File: config.mk
export PLATFORM = sky130hd
export DESIGN_NAME = conv2_k_fetch
export DESIGN_NICKNAME = d
export VERILOG_FILES = /design/src/rtl/conv2_pkg.sv /design/src/rtl/conv2_wfifo.sv /design/src/rtl/conv2_k_fetch.sv
export SDC_FILE = /design/constraint.sdc
export NUM_CORES = 1
export LEC_CHECK = 0
export ABC_AREA = 0
export ABC_CLOCK_PERIOD_IN_PS = 5480
export BUFFER_PORTS_ARGS = -buffer_cell sky130_fd_sc_hd__buf_2
export CAP_MARGIN = 25
export CORE_MARGIN = 2
export CORE_UTILIZATION = 52
export CTS_CLUSTER_SIZE = 30
export DETAILED_ROUTE_END_ITERATION = 7
export HOLD_SLACK_MARGIN = 0.12
export PLACE_DENSITY = 0.79
export SETUP_SLACK_MARGIN = 0.05
export SYNTH_ARGS = -nofsm -noshare
export SYNTH_HDL_FRONTEND = slang
export SYNTH_HIERARCHICAL = 1
export SYNTH_SLANG_ARGS = --single-unit
File: constraint.sdc
create_clock -name clock -period 5.48 [get_ports clock]
set_input_delay 1.096 -clock clock [delete_from_list [all_inputs] [get_ports clock]]
set_output_delay 1.096 -clock clock [all_outputs]
set_load 0.005 [all_outputs]
File: src/rtl/conv2_pkg.sv
// Shared types and constants for the conv2 kernel-weight fetch path.
package conv2_pkg;
    localparam int ADDR_W     = 8;
    localparam int DATA_W     = 16;
    localparam int KLEN_DEF   = 25;
    localparam int NKERN_DEF  = 8;
    localparam int FIFO_DEPTH = 3;

    typedef enum logic [1:0] {IDLE, ISSUE, DRAIN} state_t;

    typedef struct packed {
        logic [DATA_W-1:0] w_a;
        logic [DATA_W-1:0] w_b;
        logic              w_b_vld;
        logic              last;
    } beat_t;
endpackage

File: src/rtl/conv2_wfifo.sv
// 3-entry synchronous FIFO of weight beats with occupancy output.
// Pushing while full is never requested by the sequencer (issue throttling).
module conv2_wfifo
    import conv2_pkg::*;
(
    input  logic       clock,
    input  logic       reset,
    input  logic       push,
    input  beat_t      din,
    input  logic       pop,
    output beat_t      dout,
    output logic [1:0] count
);
    beat_t      mem_q [FIFO_DEPTH];
    beat_t      mem_d [FIFO_DEPTH];
    logic [1:0] wr_ptr_q, wr_ptr_d;
    logic [1:0] rd_ptr_q, rd_ptr_d;
    logic [1:0] count_q, count_d;

    function automatic logic [1:0] ptr_inc(input logic [1:0] p);
        return (p == 2'(FIFO_DEPTH - 1)) ? 2'd0 : p + 2'd1;
    endfunction

    // next-state: push and pop in the same cycle are both honoured
    always_comb begin
        mem_d    = mem_q;
        wr_ptr_d = wr_ptr_q;
        rd_ptr_d = rd_ptr_q;
        count_d  = count_q;
        if (push) begin
            mem_d[wr_ptr_q] = din;
            wr_ptr_d        = ptr_inc(wr_ptr_q);
        end
        if (pop) rd_ptr_d = ptr_inc(rd_ptr_q);
        case ({push, pop})
            2'b10:   count_d = count_q + 2'd1;
            2'b01:   count_d = count_q - 2'd1;
            default: count_d = count_q;
        endcase
    end

    // storage and pointer registers
    always_ff @(posedge clock or posedge reset) begin
        if (reset) begin
            for (int i = 0; i < FIFO_DEPTH; i++) mem_q[i] <= '0;
            wr_ptr_q <= '0;
            rd_ptr_q <= '0;
            count_q  <= '0;
        end else begin
            mem_q    <= mem_d;
            wr_ptr_q <= wr_ptr_d;
            rd_ptr_q <= rd_ptr_d;
            count_q  <= count_d;
        end
    end

    assign dout  = mem_q[rd_ptr_q];
    assign count = count_q;
endmodule

File: src/rtl/conv2_k_fetch.sv
// conv2 kernel-weight fetch sequencer: walks one kernel, two ROM addresses
// per cycle, and streams weight pairs through a 3-entry skid FIFO.
// Optional macro CONV2_FETCH_BOUNDS_EN: reject kidx >= NKERN and pulse err.
module conv2_k_fetch
    import conv2_pkg::*;
#(
    parameter int KLEN  = KLEN_DEF,
    parameter int NKERN = NKERN_DEF
) (
    input  logic              clock,
    input  logic              reset,
    input  logic              start,
    input  logic [7:0]        kidx,
    output logic              busy,
    output logic              done,
`ifdef CONV2_FETCH_BOUNDS_EN
    output logic              err,
`endif
    output logic [ADDR_W-1:0] address_a,
    output logic [ADDR_W-1:0] address_b,
    input  logic [DATA_W-1:0] q_a,
    input  logic [DATA_W-1:0] q_b,
    output logic              out_valid,
    input  logic              out_ready,
    output logic [DATA_W-1:0] w_a,
    output logic [DATA_W-1:0] w_b,
    output logic              w_b_vld,
    output logic              out_last
);
    localparam int         NBEAT    = (KLEN + 1) / 2;
    localparam logic [7:0] KLEN_B   = 8'(KLEN % 256);  // product mod 256 only needs KLEN mod 256
    localparam bit         KLEN_ODD = (KLEN % 2) == 1;
`ifdef CONV2_FETCH_BOUNDS_EN
    localparam bit         BOUNDS_EN = 1'b1;
`else
    localparam bit         BOUNDS_EN = 1'b0;
`endif

    state_t      state_q, state_d;
    logic [7:0]  base_q, base_d;
    logic [7:0]  p_q, p_d;
    logic [7:0]  addr_a_q, addr_a_d;
    logic [7:0]  addr_b_q, addr_b_d;
    logic        inflight_q, inflight_d;
    logic        tag_vld_q, tag_vld_d;
    logic        tag_last_q, tag_last_d;
`ifdef CONV2_FETCH_BOUNDS_EN
    logic        err_q, err_d;
`endif

    logic        issue, issue_ok, beat_last, kidx_ok, pop;
    logic [1:0]  fifo_count;
    logic [7:0]  beat_off;
    beat_t       push_beat, head;

    assign kidx_ok   = !BOUNDS_EN || ({24'd0, kidx} < 32'(NKERN));
    assign beat_last = (p_q == 8'(NBEAT - 1));
    assign beat_off  = 8'({p_q, 1'b0});
    // fifo slots already taken plus the beat still in the ROM pipe
    assign issue_ok  = ({1'b0, fifo_count} + {2'b0, inflight_q}) < 3'(FIFO_DEPTH);

    // sequencer next-state: IDLE -> ISSUE (one beat per allowed cycle) -> DRAIN
    always_comb begin
        state_d    = state_q;
        base_d     = base_q;
        p_d        = p_q;
        inflight_d = 1'b0;
        tag_vld_d  = tag_vld_q;
        tag_last_d = tag_last_q;
`ifdef CONV2_FETCH_BOUNDS_EN
        err_d      = 1'b0;
`endif
        issue      = 1'b0;
        done       = 1'b0;
        case (state_q)
            IDLE: if (start) begin
                if (kidx_ok) begin
                    state_d = ISSUE;
                    base_d  = kidx * KLEN_B;
                    p_d     = '0;
                end
`ifdef CONV2_FETCH_BOUNDS_EN
                else err_d = 1'b1;
`endif
            end
            ISSUE: if (issue_ok) begin
                issue      = 1'b1;
                inflight_d = 1'b1;
                p_d        = p_q + 8'd1;
                tag_last_d = beat_last;
                tag_vld_d  = !(beat_last && KLEN_ODD);
                if (beat_last) state_d = DRAIN;
            end
            DRAIN: if (pop && head.last) begin
                done    = 1'b1;
                state_d = IDLE;
            end
            default: state_d = IDLE;
        endcase
    end

    // ROM addresses: driven on issue, otherwise hold the last issued pair
    always_comb begin
        address_a = issue ? base_q + beat_off        : addr_a_q;
        address_b = issue ? base_q + beat_off + 8'd1 : addr_b_q;
        addr_a_d  = address_a;
        addr_b_d  = address_b;
    end

    // sequencer, address and ROM-tag registers
    always_ff @(posedge clock or posedge reset) begin
        if (reset) begin
            state_q    <= IDLE;
            base_q     <= '0;
            p_q        <= '0;
            addr_a_q   <= '0;
            addr_b_q   <= '0;
            inflight_q <= 1'b0;
            tag_vld_q  <= 1'b0;
            tag_last_q <= 1'b0;
`ifdef CONV2_FETCH_BOUNDS_EN
            err_q      <= 1'b0;
`endif
        end else begin
            state_q    <= state_d;
            base_q     <= base_d;
            p_q        <= p_d;
            addr_a_q   <= addr_a_d;
            addr_b_q   <= addr_b_d;
            inflight_q <= inflight_d;
            tag_vld_q  <= tag_vld_d;
            tag_last_q <= tag_last_d;
`ifdef CONV2_FETCH_BOUNDS_EN
            err_q      <= err_d;
`endif
        end
    end

    // ROM data lands one cycle after issue; odd tail gets w_b zeroed
    always_comb begin
        push_beat.w_a     = q_a;
        push_beat.w_b     = tag_vld_q ? q_b : '0;
        push_beat.w_b_vld = tag_vld_q;
        push_beat.last    = tag_last_q;
    end

    conv2_wfifo u_fifo (
        .clock (clock),
        .reset (reset),
        .push  (inflight_q),
        .din   (push_beat),
        .pop   (pop),
        .dout  (head),
        .count (fifo_count)
    );

    assign out_valid = (fifo_count != 2'd0);
    assign pop       = out_valid & out_ready;
    assign w_a       = head.w_a;
    assign w_b       = head.w_b;
    assign w_b_vld   = head.w_b_vld;
    assign out_last  = head.last;
    assign busy      = (state_q != IDLE);
`ifdef CONV2_FETCH_BOUNDS_EN
    assign err       = err_q;
`endif
endmodule
==> results by group <==
Logic synthesis
  • FFs w/ async S/R, synth: 100%
  • Synth area leader: dfrtp_1
  • Seq/Total Area, Yosys: 50.8%
  • Ranking of synthesized cells by area: dfrtp_1 (51%), mux2_2 (11%), mux2_4 (6.3%)
  • Syn. warnings: 6
  • Area share of fa/ha/maj cells after synthesis: 4.87%
  • Synthesized flop and latch total: 145
  • Post-synthesis xor/xnor area fraction: 3.06%
  • Avg Inst Size Synth: 11.8 um2
  • Simple-Gate Fraction of Synth Area: 9.86%
  • Post-synthesis compound-gate area fraction: 5.81%
  • Synthesized area: 0.00715 mm2
  • Post-synthesis mux area share: 22.7%
  • Post-synth EDFFs: 0
  • Ys flop type: dfrtp_1
  • Yosys cell types: 43
  • Top-area cell type share of the netlist area: 50.8%
  • Post-Syn Instances: 606
  • Net count after synthesis: 676
  • Largest family of logic cells by synthesized area: multiplexers

Clock network
  • Clock buffer depth: 2
  • # Post-CTS Setup Buffers: 0
  • Worst-path clk slew: 60 ps
  • CTS resizes: 0
  • Clock Sinks: 145
  • Clk Latency, worst-skew pair: 420 ps
  • CTS tree: yes
  • # hold bufs at CTS: 0
  • H-tree Lvls: 4
  • Root Driver: clkbuf_16
  • TritonCTS Buffers: 17

Power and ir drop
  • NetSw: 2.20 mW
  • Seq pwr share: 33.1%
  • Sw Share: 37.5%
  • P_int: 3.67 mW
  • Logic pwr share: 48.1%
  • Cell Pwr Density: 703 mW/mm2
  • Clk network pwr share: 18.8%
  • P_leak: 3.98 nW
  • Max rail drop VDD: 553 uV

Floorplanning
  • Core area: 0.0133 mm2
  • Io pins: 97
  • Die W: 121 um
  • Die Footprint: 0.0147 mm2
  • Die Height: 121 um
  • FP Rows: 42
  • Initial core utilization: 53.5%

GRT
  • Number of global-route vias before repair: 5,122
  • GRT overflow: 0
  • Pin count of the biggest net entering global routing: 65
  • First-pass GRT wire length: 25,000 um
  • Initial antenna violation count: 0
  • GRT Overall Usage: 22.0%

Finish
  • Sequential Area: 0.00363 mm2
  • Most frequent cells in the layout: dfrtp_1 (144), buf_2 (96), nand2_1 (87)
  • Design Area, Final: 0.00835 mm2
  • Area Overhead vs Synth: 16.9%
  • # diodes: 0
  • Multi-input gate area: 0.00332 mm2
  • Most common cell after layout, fill and taps aside: dfrtp_1
  • Nets: 770
  • Fin util: 62.6%
  • # fillers: 1,064
  • Layout cell share with drive strength beyond 1: 35.0%

Placed design
  • Placement Cell Area: 0.00778 mm2
  • # port buffers: 96
  • Gpl congestion: 0.849
  • Detail Placement HPWL: 10,100 um

Timing
  • Slew margin rel.: 30.2%
  • Skew final: 7.95 ps
  • Final hold violation count: 0
  • Hold slack: 471 ps
  • Fmax: 233 MHz
  • Unrepaired setup endpoints after global routing: false
  • Worst Tran Pin Value: 1040 ps
  • Setup_tns: 0 ps
  • Tcrit/Tclk final: 78.4%
  • Fin. max-slew vios: 0
  • Endpoints failing setup: 0
  • Tmin final: 4300 ps

Routing
  • Vias per inst: 5.38
  • DR vias: 4,781
  • Routed WL: 15,000 um
  • Remaining DRCs: 0
  • Iter 0 DRT Violations: 326
  • Pre-antenna DRT Iters: 4
  • Final ANT Viol Nets: 0
  • WL/cell: 16.9 um

Status
  • Outcome: finished clean

Worst setup path
  • CP startpoint kind: register
  • Crit end category: output port
  • CP Class: register to output port
  • Critical Path RT: 4380 ps
  • CP max FO: 32
  • WP data arrival: 3200 ps

Hold path
  • Hold WC Path Type: register to register

Job
  • MaxCap Viol Count: 0
[power groups by stage]
stage                     logic (mW)  registers [mW]  clock network [mW]
after floorplan                 2.02            1.83                   0
after global placement          2.71            1.90                   0
after detailed placement        2.82            1.95                   0
after CTS                       2.85            1.94                1.13
after global routing            3.13            2.01                1.18
final                           2.83            1.94                1.10
[cell families (layout without fill, tap and decap cells)]
kind of cell,Yosys count,after routing
adder cells (fa/ha/maj),26,26
AND/OR/NAND/NOR,153,153
flip-flops,145,145
buffers and inverters,45,151
XOR/XNOR,25,25
multiplexers,138,138
AO/OA/AOI/OAI,74,74
[worst max-delay path, cell delays in order (launching register included)]
cell and delay, ps:
dfrtp_1 420, ha_1 220, ha_1 290, a21oi_1 240, nand3_1 760, inv_2 510
nand2_1 100, nand2_1 110, buf_2 120
[cell usage after synthesis (3+ instances only)]
cell	n
a21o_1	5
a21oi_1	5
and2_1	20
buf_2	13
buf_6	3
clkbuf_1	13
dfrtp_1	145
fa_1	3
ha_1	23
inv_1	14
mux2_2	72
mux2_4	30
mux2i_1	35
nand2_1	87
nand3_1	6
nor2_1	20
nor3_1	4
o21ai_0	52
o21ai_1	4
xnor2_1	10
xor2_1	15
[sequential cells by signal (all words and copies together), names as in the netlist]
register	flops
tag_last_q	1
u_fifo/rd_ptr_q	2
u_fifo/count	2
inflight_q	1
u_fifo/mem_q	102
state_q	2
base_q	8
u_fifo/wr_ptr_q	2
addr_b_q	8
p_q	8
tag_vld_q	1
addr_a_q	8
[per-layer routing]
metal / vias up / GRT usage, % / wire [um]
met2: 104 / 38.3 / 7690
li1: 2270 / - / -
met4: 0 / 7.76 / 193
met3: 17 / 5.69 / 635
met5: - / 0 / 0
met1: 2390 / 26.2 / 6470
[stage by stage]
step,setup slack [ps],instances,power [mW]
after global routing,905,888,6.31
after CTS,1180,888,5.91
after floorplan,1540,606,3.84
after global placement,1770,856,4.61
final,1180,888,5.87
after detailed placement,1640,857,4.77
[path summary, 6_finish.rpt]
path                                            start  slack, ps                            to  cells past startpoint
worst max-delay path             inflight_q$_DFF_PP0_       1180                  address_a[4]                      8
worst min-delay path            addr_a_q[1]$_DFF_PP0_        470         addr_a_q[1]$_DFF_PP0_                      2
worst max register to register   inflight_q$_DFF_PP0_       2240            p_q[6]$_DFFE_PP0P_                      8
worst min register to register  addr_a_q[1]$_DFF_PP0_        470         addr_a_q[1]$_DFF_PP0_                      2
max in group asynchronous                       reset       3560  u_fifo/mem_q[87]$_DFFE_PP0P_                      3
min in group asynchronous                       reset        740  u_fifo/mem_q[70]$_DFFE_PP0P_                      2
[final cells by class]
class                   instances  share of cell area (%)
repair buffers                104                    6.62
flip-flops and latches        145                    43.4
well taps                     176                    2.64
multi-input cells             416                    39.7
clock buffers                  20                    5.47
clock inverters                11                    1.36
inverters                      16                   0.749
Note: power is estimated with default switching activity, not from simulation.
